### src/rtl/axilite_regslave.sv
// rtl/axilite_regslave.sv - AXI4-Lite responder exposing NREG 32-bit registers driven out flat.
// Optional build macro AXILITE_REGSLAVE_SLVERR_EN: out-of-range accesses answer SLVERR instead of OKAY.
module axilite_regslave #(
  parameter int          ADDRW    = 13,
  parameter int          NREG     = 16,
  parameter logic [31:0] REG_INIT = 32'h0000_0000,
  localparam int         IDXW     = (NREG > 1) ? $clog2(NREG) : 1
) (
  input  logic                 CLK,
  input  logic                 RST,
  input  logic [ADDRW-1:0]     awaddr,
  input  logic                 awvalid,
  output logic                 awready,
  input  logic [31:0]          wdata,
  input  logic [3:0]           wstrb,
  input  logic                 wvalid,
  output logic                 wready,
  output logic [1:0]           bresp,
  output logic                 bvalid,
  input  logic                 bready,
  input  logic [ADDRW-1:0]     araddr,
  input  logic                 arvalid,
  output logic                 arready,
  output logic [31:0]          rdata,
  output logic [1:0]           rresp,
  output logic                 rvalid,
  input  logic                 rready,
  output logic [NREG*32-1:0]   regs_flat,
  output logic                 wr_strobe,
  output logic [IDXW-1:0]      wr_idx
);

  localparam logic [1:0] RESP_OKAY = 2'b00;
`ifdef AXILITE_REGSLAVE_SLVERR_EN
  localparam logic [1:0] RESP_ERR  = 2'b10;
`else
  localparam logic [1:0] RESP_ERR  = 2'b00;
`endif

  logic              alive;
  logic              aw_full;
  logic              w_full;
  logic [ADDRW-3:0]  aw_word;
  logic [31:0]       w_data;
  logic [3:0]        w_strb;
  logic [31:0]       regs [NREG];

  logic              aw_hs;
  logic              w_hs;
  logic              ar_hs;
  logic              commit;
  logic              wr_ok;
  logic              rd_ok;
  logic [IDXW-1:0]   aw_idx;
  logic [IDXW-1:0]   ar_idx;
  logic              unused_addr_bits;

  function automatic logic word_in_range(input logic [ADDRW-3:0] word);
    return 32'(word) < 32'(NREG);
  endfunction

  // Byte offsets carry no meaning for whole-word registers.
  assign unused_addr_bits = ^{awaddr[1:0], araddr[1:0]};

  assign awready = alive & ~aw_full;
  assign wready  = alive & ~w_full;
  assign arready = alive & (~rvalid | rready);

  assign aw_hs  = awvalid & awready;
  assign w_hs   = wvalid & wready;
  assign ar_hs  = arvalid & arready;
  assign commit = aw_full & w_full & ~bvalid;

  assign wr_ok  = word_in_range(aw_word);
  assign rd_ok  = word_in_range(araddr[ADDRW-1:2]);
  assign aw_idx = aw_word[IDXW-1:0];
  assign ar_idx = araddr[2 +: IDXW];

  always_ff @(posedge CLK or negedge RST) begin
    if (!RST) alive <= 1'b0;
    else      alive <= 1'b1;
  end

  always_ff @(posedge CLK or negedge RST) begin
    if (!RST) begin
      aw_full <= 1'b0;
      aw_word <= '0;
    end else if (aw_hs) begin
      aw_full <= 1'b1;
      aw_word <= awaddr[ADDRW-1:2];
    end else if (commit) begin
      aw_full <= 1'b0;
    end
  end

  always_ff @(posedge CLK or negedge RST) begin
    if (!RST) begin
      w_full <= 1'b0;
      w_data <= '0;
      w_strb <= '0;
    end else if (w_hs) begin
      w_full <= 1'b1;
      w_data <= wdata;
      w_strb <= wstrb;
    end else if (commit) begin
      w_full <= 1'b0;
    end
  end

  always_ff @(posedge CLK or negedge RST) begin
    if (!RST) begin
      bvalid <= 1'b0;
      bresp  <= RESP_OKAY;
    end else if (commit) begin
      bvalid <= 1'b1;
      bresp  <= wr_ok ? RESP_OKAY : RESP_ERR;
    end else if (bvalid && bready) begin
      bvalid <= 1'b0;
    end
  end

  always_ff @(posedge CLK or negedge RST) begin
    if (!RST) begin
      wr_strobe <= 1'b0;
      wr_idx    <= '0;
    end else begin
      wr_strobe <= commit & wr_ok;
      if (commit && wr_ok) wr_idx <= aw_idx;
    end
  end

  // wstrb of zero still counts as a committed write; it just touches no lane.
  always_ff @(posedge CLK or negedge RST) begin
    if (!RST) begin
      for (int k = 0; k < NREG; k++) regs[k] <= REG_INIT;
    end else if (commit && wr_ok) begin
      for (int b = 0; b < 4; b++) begin
        if (w_strb[b]) regs[aw_idx][8*b +: 8] <= w_data[8*b +: 8];
      end
    end
  end

  // Reads sample the flops before this edge's commit lands, so a colliding read sees the old value.
  always_ff @(posedge CLK or negedge RST) begin
    if (!RST) begin
      rvalid <= 1'b0;
      rdata  <= '0;
      rresp  <= RESP_OKAY;
    end else if (ar_hs) begin
      rvalid <= 1'b1;
      rdata  <= rd_ok ? regs[ar_idx] : 32'h0;
      rresp  <= rd_ok ? RESP_OKAY : RESP_ERR;
    end else if (rready) begin
      rvalid <= 1'b0;
    end
  end

  for (genvar k = 0; k < NREG; k++) begin : g_flat
    assign regs_flat[32*k +: 32] = regs[k];
  end

endmodule

### config.mk
export PLATFORM = sky130hd
export DESIGN_NAME = axilite_regslave
export DESIGN_NICKNAME = d
export VERILOG_FILES = /design/src/rtl/axilite_regslave.sv
export SDC_FILE = /design/constraint.sdc
export NUM_CORES = 1
export LEC_CHECK = 0
export ABC_AREA = 1
export BUFFER_PORTS_ARGS = -buffer_cell sky130_fd_sc_hd__buf_2
export CORE_ASPECT_RATIO = 0.75
export CORE_MARGIN = 3
export CORE_UTILIZATION = 35
export DETAILED_ROUTE_END_ITERATION = 12
export SYNTH_ARGS = -nofsm -noshare
export SYNTH_HDL_FRONTEND = slang
export SYNTH_SLANG_ARGS = --single-unit
### constraint.sdc
create_clock -name CLK -period 3.6 [get_ports CLK]
set_clock_uncertainty 0.1 [all_clocks]
set_input_delay 0.36 -clock CLK [delete_from_list [all_inputs] [get_ports CLK]]
set_output_delay 0.36 -clock CLK [all_outputs]
set_load 0.005 [all_outputs]
# [Word-level counts from Yosys, hierarchy flattened]
# Index checks and enable logic that the tools add are counted.
[totals] output_inout_bits=558 reg_bits=601
[classes] bitwise=16 n_mux=30 reduce_logical=7 magnitude_cmp=5
[ops] operator="$mux 512" n=7
[ops] operator="$bwmux 512" n=4
[ops] operator="$demux 32 s4" n=4
[ops] operator="$bmux 32 s4" n=1
[ops] operator="$mux 32" n=4
[ops] operator="$mux 24" n=1
[ops] operator="$lt 11x5->1 const B" n=2
[ops] operator="$mux 16" n=1
[ops] operator="$ge 5x5->1 const B" n=2
[ops] operator="$not 4->5" n=2
[ops] operator="$and 1x1->1" n=9
[ops] operator="$mux 8" n=1
[ops] operator="$reduce_bool 2->1" n=4
[ops] operator="$mux 1" n=7
[ops] operator="$lt 5x1->1 const B" n=1
[ops] operator="$not 1->1" n=4
[ops] operator="$logic_and 1x1->1" n=3
[ops] operator="$or 1x1->1" n=1

# [Logic depth before layout (Yosys ltp)]
[logic_depth] depth_word=16 ltp_mapped=11 ltp_nobuf=8

# [Worst setup path before layout]
# No wires, ideal clock.
[synth_timing] path_type="reg-to-reg" startpoint="register bvalid" endpoint="register regs (netlist bit regs_flat[134])" arrival_ns=1.551 stages_incl_launch_ff=10 setup_slack_ns=1.831 n_path_buf=2 t_required_ns=3.381 setup_time_ns=0.119 path_cell_list="dfrtp_1 > inv_1 > nand3_1 > nor2_1 > nand2_2 > buf_4 > nor2_8 > buf_6 > nand2_4 > o21a_1"
[synth_via] elab_chain_len=3
[synth_lines] element="start, declared" line_no="19" source="output logic bvalid,"
[synth_lines] element="start signal, assigned" line_no="112" source="bvalid <= 1'b0;"
[synth_lines] element="start signal, assigned" line_no="115" source="bvalid <= 1'b1;"
[synth_lines] element="start signal, assigned" line_no="118" source="bvalid <= 1'b0;"
[synth_lines] element="$not 1->1" line_no="72" source="assign commit = aw_full & w_full & ~bvalid;"
[synth_lines] element="$and 1x1->1" line_no="72"
[synth_lines] element="$logic_and 1x1->1" line_no="136" source="end else if (commit && wr_ok) begin"
[synth_lines] element="end signal, assigned by index" line_no="138" source="if (w_strb[b]) regs[aw_idx][8*b +: 8] <= w_data[8*b +: 8];"
[synth_lines] element="end, declared" line_no="46" source="logic [31:0] regs [NREG];"
# Every way passes these cells.
# A chain may end at the register's enable or synchronous reset.

# [Worst setup path in the final report]
[layout_timing] startpoint="register bvalid" endpoint="register regs (netlist bit regs_flat[499])"
# The elaborated chain is that of the path after synthesis.

==> flow_summary.ini <==
[run_status]
status = finished clean

[worst_setup_path]
crit_type = flop to flop
r2r_setup_slack_ps = 930
start_kind = flop
critPathArrivalTime_ps = 3060
cp-end-kind = flop
crit_path_max_fanout = 24
critPathRequiredTime_ps = 3990

[synth]
postSynth.asyncResetShare_pct = 100
ys_warn_count = 0
syn_avg_cell_area_um2 = 7.72
yosysTopAreaCell = dfrtp_1
synthMostInstantiatedCell = nand2_1
ys.flop_type = dfrtp_1
netlist_top_cells_area = dfrtp_1 (53%), nand2_1 (22%), nand3_1 (17%), clkbuf_1 (2.8%), mux2_2 (1.5%)
synth_edf_count = 0
ys_ff_latch = 601
synth-seq-area-share_pct = 52.8
synth_commonest_cells = nand2_1 (1659), nand3_1 (979), dfrtp_1 (601)
yosysTopAreaCellShare_pct = 52.8
netlist_area_mm2 = 0.0285
ys_types = 23
synth_cells = 3692

[worst_hold_path]
min_path_type = input port to flop

[global_routing]
first_global_vias = 27500
antenna_found_initial = 2
grt_usage_pct = 29.7
grt_max_degree = 134
grt_overflow = 0
grt_pass1_wl_mm = 189

[sta]
period_needed_ps = 2670
fin_ws_ps = 926
fin_tns_setup_ps = 0
drv_slew = 0
rsz0062_at_grt = no
relSlewSlack_pct = 25.9
hold_violations = 0
clock.fmax_mhz = 374
setup_viol = 0
tightest_slew_ps = 1110
period_share_pct = 74.3

[floorplanning]
die_area_mm2 = 0.0849
core_mm2 = 0.0796
die_w_um = 336
start_util_pct = 35.8
placementRows = 89
fp.dieH_um = 253
ios = 627

[pwr]
clkPwrFrac_pct = 37.2
p_sw_share_pct = 35.3
p_int_uw = 11900
p_leak_uw = 0.0200
pwr-share-comb_pct = 15.1
power_density_mw_per_mm2 = 520
power_frac_seq_pct = 47.7
vdd_drop_max_v = 0.000545
power.switching_uw = 6510

[finish]
num-nets-final = 4310
area_growth_pct = 24.4
drive_gt1_share_pct = 21.0
regArea_mm2 = 0.0150
n_fill_cell = 8044
multiInputGateArea_mm2 = 0.0122

[clocking]
worstSkewPairLatency_ps = 610
htreeDepth = 3
clockBufferDepth = 3
cts_setup_buffers = 0
cts_root_buffer = clkbuf_16
cts_resized = 0
cts_made_buffers = 66
clk_pin_slew_worst_paths_ps = 60
cts_sinks = 601
cts.hold.buffers_added = 51
cts_tree = done

[placed_design]
hpwl_mm = 87.0
gp_congestion = 0.918
pre_cts_ws_ps = 909
io_buffers = 618

[drt]
drt-pass1-iter-count = 6
drc = 0
num_vias = 29300
routedWlPerCell_um = 24.2
drt_iter0_drc = 3489
ant_nets = 0
drt-vias-per-instance = 5.50
finalWirelength_mm = 129

[run]
maxCapViolCount = 0
-- worst paths after layout --
| path | from | end | cells past startpoint |
|---|---|---|---|
| hold / removal | araddr[11] | rdata[6]$_DFFE_PN0P_ | 6 |
| setup / recovery | bvalid$_DFFE_PN0P_ | regs_flat[499]$_DFFE_PN0P_ | 9 |
| hold reg to reg | rdata[30]$_DFFE_PN0P_ | rdata[30]$_DFFE_PN0P_ | 2 |
| setup reg to reg | bvalid$_DFFE_PN0P_ | regs_flat[499]$_DFFE_PN0P_ | 9 |
| min in group asynchronous | RST | regs_flat[152]$_DFFE_PN0P_ | 2 |
| max in group asynchronous | RST | regs_flat[198]$_DFFE_PN0P_ | 4 |
-- metrics by stage --
step | area, µm² | util (%) | instances | power, µW | hold WS, ps
2_1_floorplan | 28500 | - | 3695 | 9520 | -35.6
3_3_place_gp | 32800 | 41.2 | 5168 | 11500 | 328
3_5_place_dp | 32800 | 41.2 | 5168 | 11500 | 327
4_1_cts | 35400 | 44.5 | 5332 | 18400 | 108
5_1_grt | 35400 | 44.5 | 5332 | 19000 | 195
6_report | 35400 | 44.5 | 5334 | 18400 | 151
-- cell usage in the layout (no fill, tap or decap), drive strengths merged --
cell,netlist,final
nand2,1674,1674
nand3,979,979
buf,78,718
dfrtp,601,601
clkbuf,214,98
dlygate4sd3,0,51
inv,37,40
mux2,39,39
nor2,33,33
o21a,14,14
clkinv,0,11
a21oi,9,9
o21ai,7,7
conb,2,5
nor3,3,3
diode,0,2
nand4,2,2
bufinv,0,2
-- layout make-up --
class	count	area share (%)
Sequential cell	601	42.4
Multi-Input combinational cell	2765	34.5
Timing Repair Buffer	770	13.0
Clock buffer	97	5.56
Tap cell	1046	3.69
Inverter	37	0.420
Clock inverter	16	0.399
Antenna cell	2	0.0141
-- per-layer routing --
| layer | wire (µm) | vias up | track usage (%) |
|---|---|---|---|
| met5 | 0 | - | 0 |
| met3 | 14000 | 230 | 6.92 |
| met1 | 53800 | 14300 | 42.5 |
| met4 | 4370 | 0 | 9.57 |
| li1 | - | 13100 | - |
| met2 | 56800 | 1733 | 44.5 |
-- critical path, stage by stage, from the launching register on --
cell and delay [ps]:
dfrtp_1 370, inv_1 70, nand3_1 120, nor2_1 160, nand2_2 280, nor2_4 650
buf_12 250, nand2_1 300, nand2_1 180, nand2_1 60
-- power groups by stage --
stage               sequential, µW  combinational, µW  clock, µW
finish                        8790               2780       6850
global route                  8810               2970       7210
CTS                           8700               2770       6910
detailed placement            8830               2720          0
global placement              8820               2690          0
floorplan                     7480               2040          0
-- logic make-up after synthesis --
| family | Yosys count | share of synthesized area, % |
|---|---|---|
| AOI/OAI and AO/OA | 30 | 0.650 |
| buffers and inverters | 329 | 4.82 |
| DFF | 601 | 52.8 |
| muxes | 39 | 1.54 |
| other | 2 | 0.0264 |
| and+or+nand+nor | 2691 | 40.2 |
-- sequential cells by signal, indices dropped and copies added (netlist names), 4 cells and up --
signal     count
aw_word       11
rdata         32
regs_flat    512
w_data        32
w_strb         4
wr_idx         4
Power figures use the tool's default switching activity.
